[src/rtl/fetch_stage.sv]
// Fetch PC register with direct-mapped BTB prediction; PCF registered, outputs combinational from PCF (1-cycle fetch).
// StallF holds PCF (MispredictE still redirects); BTB updates from Execute are applied regardless of stall.
module fetch_stage #(
  parameter int                    DATA_WIDTH  = 32,
  parameter int                    BTB_ENTRIES = 16,
  parameter logic [DATA_WIDTH-1:0] RESET_PC    = '0
) (
  input  logic                  clk,
  input  logic                  rst,
  input  logic                  StallF,
  input  logic [DATA_WIDTH-1:0] InstrRdata,
  input  logic                  UpdateE,
  input  logic [DATA_WIDTH-1:0] PCE,
  input  logic                  TakenE,
  input  logic [DATA_WIDTH-1:0] TargetE,
  input  logic                  MispredictE,
  input  logic [DATA_WIDTH-1:0] RedirectPCE,
  output logic [DATA_WIDTH-1:0] PCF,
  output logic [DATA_WIDTH-1:0] InstrF,
  output logic [DATA_WIDTH-1:0] PCPlus4F,
  output logic                  PredictTakenF
);

  localparam int IDX_W = $clog2(BTB_ENTRIES);
  localparam int TAG_W = DATA_WIDTH - IDX_W - 2;

  logic [BTB_ENTRIES-1:0] valid_q;
  logic [TAG_W-1:0]       tag_q    [BTB_ENTRIES];
  logic [DATA_WIDTH-1:0]  target_q [BTB_ENTRIES];
  logic [1:0]             ctr_q    [BTB_ENTRIES];

  logic [IDX_W-1:0]      f_idx, e_idx;
  logic [TAG_W-1:0]      f_tag, e_tag;
  logic                  f_hit, e_hit;
  logic [DATA_WIDTH-1:0] pc_next;
  logic                  unused_pce_bits;

  assign f_idx = PCF[IDX_W+1:2];
  assign f_tag = PCF[DATA_WIDTH-1:IDX_W+2];
  assign e_idx = PCE[IDX_W+1:2];
  assign e_tag = PCE[DATA_WIDTH-1:IDX_W+2];
  assign unused_pce_bits = ^PCE[1:0];

  assign f_hit         = valid_q[f_idx] && (tag_q[f_idx] == f_tag);
  assign e_hit         = valid_q[e_idx] && (tag_q[e_idx] == e_tag);
  assign PredictTakenF = f_hit && ctr_q[f_idx][1];
  assign PCPlus4F      = PCF + DATA_WIDTH'(4);
  assign InstrF        = InstrRdata;

  // Redirect from Execute wins over the hazard-unit stall.
  always_comb begin
    pc_next = PCPlus4F;
    if (MispredictE)        pc_next = RedirectPCE;
    else if (StallF)        pc_next = PCF;
    else if (PredictTakenF) pc_next = target_q[f_idx];
  end

  always_ff @(posedge clk) begin
    if (rst) PCF <= RESET_PC;
    else     PCF <= pc_next;
  end

  always_ff @(posedge clk) begin
    if (rst) begin
      valid_q <= '0;
      for (int i = 0; i < BTB_ENTRIES; i++) ctr_q[i] <= 2'b01;
    end else if (UpdateE) begin
      if (TakenE) begin
        valid_q[e_idx] <= 1'b1;
        if (e_hit) ctr_q[e_idx] <= (ctr_q[e_idx] == 2'b11) ? 2'b11 : ctr_q[e_idx] + 2'd1;
        else       ctr_q[e_idx] <= 2'b10;
      end else if (e_hit) begin
        ctr_q[e_idx] <= (ctr_q[e_idx] == 2'b00) ? 2'b00 : ctr_q[e_idx] - 2'd1;
      end
    end
  end

  // Tag and target are meaningless while invalid, so they carry no reset.
  always_ff @(posedge clk) begin
    if (!rst && UpdateE && TakenE) begin
      tag_q[e_idx]    <= e_tag;
      target_q[e_idx] <= TargetE;
    end
  end

endmodule
[config.mk]
export PLATFORM = sky130hd
export DESIGN_NAME = fetch_stage
export DESIGN_NICKNAME = d
export VERILOG_FILES = /design/src/rtl/fetch_stage.sv
export SDC_FILE = /design/constraint.sdc
export NUM_CORES = 1
export LEC_CHECK = 0
export BUFFER_PORTS_ARGS = -buffer_cell sky130_fd_sc_hd__buf_2
export CORE_MARGIN = 2
export CORE_UTILIZATION = 45
export CTS_CLUSTER_DIAMETER = 30
export DETAILED_ROUTE_END_ITERATION = 8
export GPL_TIMING_DRIVEN = 0
export SYNTH_ARGS = -nofsm -noshare
export SYNTH_HDL_FRONTEND = slang
export SYNTH_SLANG_ARGS = --single-unit
[constraint.sdc]
create_clock -name clk -period 6.5 [get_ports clk]
set_clock_uncertainty 0.15 [all_clocks]
set_input_delay 0.325 -clock clk [delete_from_list [all_inputs] [get_ports clk]]
set_output_delay 0.325 -clock clk [all_outputs]
set_load 0.03 [all_outputs]
Word-level counts from Yosys, hierarchy flattened
Memories as Yosys holds them, arrays and structs flattened. A register that Yosys moved wholly into a read port is not among the register bits.
Cells that the tools add are included.
- add/subtract/negate cells: 3
- order comparisons: 3
- eq/ne operators: 4
- multiplexer cells: 40
- bitwise logic cells: 3
- reductions and logical operators: 10
- operators by type and width (cell ; number):
    32-bit two-way mux ; 3
    26-bit == test ; 2
    32-bit by 3-bit adder with 32-bit output, second input constant ; 1
    4-bit two-way mux ; 7
    1-bit two-way mux ; 22
    16-bit OR ; 1
    4-bit by 5-bit less-than comparator with 1-bit output, second input constant ; 2
    2-bit two-way mux ; 5
    1-bit binary-select mux with 4-bit select ; 2
    1-bit logical AND ; 6
    1-bit demux with 4-bit select ; 1
    4-bit by 1-bit greater-or-equal comparator with 1-bit output, second input constant ; 1
    2-bit by 1-bit adder with 2-bit output, second input constant ; 1
    2-bit == test, second input constant ; 1
    2-bit zero test ; 1
    2-bit by 1-bit != test with 1-bit output, second input constant ; 1
    1-bit OR ; 2
    2-bit AND reduction ; 1
    2-bit OR reduction ; 1
    2-bit by 1-bit subtractor with 2-bit output, second input constant ; 1
    1-bit zero test ; 1
- bits in registers: 48
- memory bits (writable): 960
- input port bits: 134
- output and inout bits: 97
- logic and storage cells: 68
- memories: 3
- memory list (name ; depth ; bits a word ; rd ports ; clocked after Yosys merged registers in ; write ports ; RTL line ; text):
    target_q ; 16 ; 32 ; 1 ; 1 ; 1 ; 29 ; logic [DATA_WIDTH-1:0] target_q [BTB_ENTRIES];
    tag_q ; 16 ; 26 ; 2 ; 1 ; 1 ; 28 ; logic [TAG_W-1:0] tag_q [BTB_ENTRIES];
    ctr_q ; 16 ; 2 ; 2 ; 1 ; 16 ; 30 ; logic [1:0] ctr_q [BTB_ENTRIES];

Longest topological paths before layout
- depth in word-level cells: 12
- mapped depth: 17
- gate-level depth less buffers: 9

Worst setup path after synthesis
Ideal clock, no wire load.
- path type: input-to-reg
- from: input port PCE[4]
- to: memory tag_q[7][0] (netlist bit), enable pin
- library setup time: 476 ps
- arrival: 4265 ps
- required time: 5874 ps
- slack: 1609 ps
- stages: 7
- path buffers: 5
- cells stage by stage: buf_2 buf_2 buf_2 clkbuf_1 nand2b_1 clkbuf_1 nor2_1
- RTL lines (element ; RTL line ; text):
    start, declared ; 13 ; input logic [DATA_WIDTH-1:0] PCE,
    end, declared ; 28 ;
Straight into the memory's write port.

==> results.sh <==
export IMPL_fmax_mhz=166
export IMPL_path_buf_inv=5
export IMPL_syn_area_per_cell_um2=19.1
export IMPL_numCtsBuffers=202
export IMPL_cp_slowest_stage_delay_ns=0.86
export IMPL_area_growth_syn_to_layout_pct=25.7
export IMPL_drive_above_1_share_pct=35.6
export IMPL_final_area_um2=56500
export IMPL_yosys_most_used_dff="edfxtp_1"
export IMPL_post_drt_via_cell_ratio=6.37
export IMPL_period_minus_slack_ns=6.02
export IMPL_wl_per_cell_um=34.0
export IMPL_yosysTopAreaCellShare_pct=64.2
export IMPL_ios=231
export IMPL_initial_core_util_pct=45.5
export IMPL_yosysMostFrequentCell="edfxtp_1"
export IMPL_end_kind="output pin"
export IMPL_htree_levels=4
export IMPL_synth_edf_count=960
export IMPL_synth_area_um2=44900
export IMPL_rsz0062_at_grt="false"
export IMPL_reg2reg_depth=14
export IMPL_drt_first_pass_iters=8
export IMPL_routabilityCongestion=0.923
export IMPL_clock_latency_ns=0.80
export IMPL_worstHoldStart="PCE[3]"
export IMPL_dieWidth_um=320
export IMPL_cp_max_fo=10
export IMPL_worstHoldPathType="in2reg"
export IMPL_cts_root_buf="clkbuf_16"
export IMPL_reg2reg_slack_ns=0.84
export IMPL_cp_arrival_ns=5.55
export IMPL_grt_overflow=0
export IMPL_synth_top_cells_by_count="edfxtp_1 (960), mux4_2 (345), mux2i_1 (161)"
export IMPL_clock_tree_buffer_depth=3
export IMPL_setup_viol=0
export IMPL_max_slew_margin_pct=14.9
export IMPL_synth_cells=2346
export IMPL_grt_first_pass_wirelength_mm=207
export IMPL_chipHeight_um=320
export IMPL_wl_mm=148
export IMPL_crit_path_start_kind="register"
export IMPL_seq_area_frac_synth_pct=66.5
export IMPL_min_path_cells=4
export IMPL_crit_chain="buf_2 -> buf_2 -> buf_2 -> buf_2 -> nand3_1 -> nand3_1 -> nand3_1 -> a2111oi_0 -> nand4_2 -> nor3_1 -> buf_2"
export IMPL_portBuffers=190
export IMPL_leakage_nw=18.9
export IMPL_drtIter0Drc=3782
export IMPL_stdcell_count=4343
export IMPL_grt_max_degree=23
export IMPL_path_delay_family="buffers and inverters"
export IMPL_dp_cells=3872
export IMPL_post_dp_hpwl_mm=100
export IMPL_num_rows=115
export IMPL_fin_tns_setup_ns=0
export IMPL_drc=0
export IMPL_cts_tree="built"
export IMPL_slowest_stage="nor3_1"
export IMPL_worst_pin_slew_ns=1.28
export IMPL_ys_seq_elements=1012
export IMPL_r2r_end="PCF[1]"
export IMPL_ir_drop_uv=274
export IMPL_via_count=27600
export IMPL_syn_nets=2481
export IMPL_finalCritPeriodShare_pct=92.6
export IMPL_whs_endpoint="ctr_q[14][0]"
export IMPL_nets=3017
export IMPL_hold_ws_ns=0.131
export IMPL_p_per_area_nw_per_um2=338
export IMPL_cp_required_ns=6.02
export IMPL_ys_types=74
export IMPL_antenna_found_initial=12
export IMPL_dieArea_um2=102000
export IMPL_dpl_cell_area_um2=48600
export IMPL_cts_sinks=1012
export IMPL_grt_usage_pct=28.9
export IMPL_path_clk_slew_ns=0.04
export IMPL_fp_coreArea_um2=98700
export IMPL_netlist_top_cells_area="edfxtp_1 (64%), mux4_2 (17%), mux2i_1 (3.6%), dfxtp_1 (2.3%), xnor2_1 (1.5%)"
export IMPL_maxSlewViolCount=0
export IMPL_nFillCells=7475
export IMPL_crit_path_frequent_cell="buf_2"
export IMPL_synth_warnings=0
export IMPL_finalHoldViolCount=0
export IMPL_drv_cap=0
export IMPL_ant_nets=0
export IMPL_outcome="finished, final reports clean"
export IMPL_criticalPathCategory="reg2out"
export IMPL_grt_pass1_vias=28000
export IMPL_finalPower_mw=19.1
export IMPL_yosys_area_top_type="edfxtp_1"
export IMPL_async_reset_ff_share_pct=0
[cell type report]
class	instances	area, um2	share of cell area, %
Sequential cell	1012	29900	52.9
Tap cell	1287	1610	2.85
Clock buffer	231	5240	9.28
Clock inverter	145	1640	2.90
Timing Repair Buffer	332	2920	5.18
Antenna cell	2	5.00	0.00887
Inverter	37	139	0.246
Buffer	198	1240	2.19
Multi-Input combinational cell	1099	13800	24.4
[where the power goes]
group | switching (mW) | internal (mW)
Clock | 3.54 | 6.76
Sequential | 0.0546 | 7.21
Combinational | 0.929 | 0.603
[cell usage in the layout (no fill, tap or decap), types with 36 or more instances in the layout]
cell	instances
dfxtp_1	52
buf_2	223
buf_12	42
mux2i_1	161
mux4_2	345
clkbuf_16	205
clkbuf_1	71
dlygate4sd3_1	93
a21oi_1	101
inv_1	36
edfxtp_1	960
a211oi_1	40
buf_4	58
nand2_1	44
xnor2_1	75
[metrics by stage]
stage	setup slack, ns	util, %
6_report	0.478	57.2
3_5_place_dp	0.348	49.3
5_1_grt	0.285	57.2
2_1_floorplan	1.61	-
4_1_cts	0.672	57.2
3_3_place_gp	-4.01	48.1
[kinds of logic after synthesis]
kind of cell / synth area share, %
xor+xnor: 1.66
flops: 66.5
compound gates: 3.73
fa+ha+maj: 0.0278
buf+inv: 3.06
simple gates: 2.76
mux: 22.3
[worst max path at each step]
| stage | startpoint | cells past startpoint | end | slack, ns |
|---|---|---|---|---|
| after floorplan | PCE[4] | 7 | tag_q[7][0] | 1.61 |
| after global placement | PCE[3] | 7 | target_q[7][7] | -4.01 |
| after detailed placement | PCE[4] | 14 | ctr_q[6][1] | 0.35 |
| after CTS | register | 12 | PredictTakenF | 0.67 |
| after global routing | register | 11 | PredictTakenF | 0.29 |
| final | register | 11 | PredictTakenF | 0.48 |
[worst min-delay path: stages]
cell and delay, ns:
buf_2 0.14, buf_2 0.21, nand2b_1 0.16, or4b_1 0.13
[layer usage]
layer / share of wire, % / GRT usage, %
met3: 11 / 7.71
met5: 0.068 / 0
met2: 47 / 44.9
met1: 39 / 38.9
met4: 3.9 / 11.6
[what timing repair did]
item                                   CTS  global route
gates resized for setup                  0             0
buffers inserted                         0             0
hold buffers                            93             0
endpoints found under the hold margin  975             0
[sequential cells by signal, summed over array words and instances, names as in the netlist, named ones only]
register and cells:
target_q 512, tag_q 416, PCF 32, ctr_q 32, valid_q 16
No activity file was read; power rests on OpenSTA's default activity.
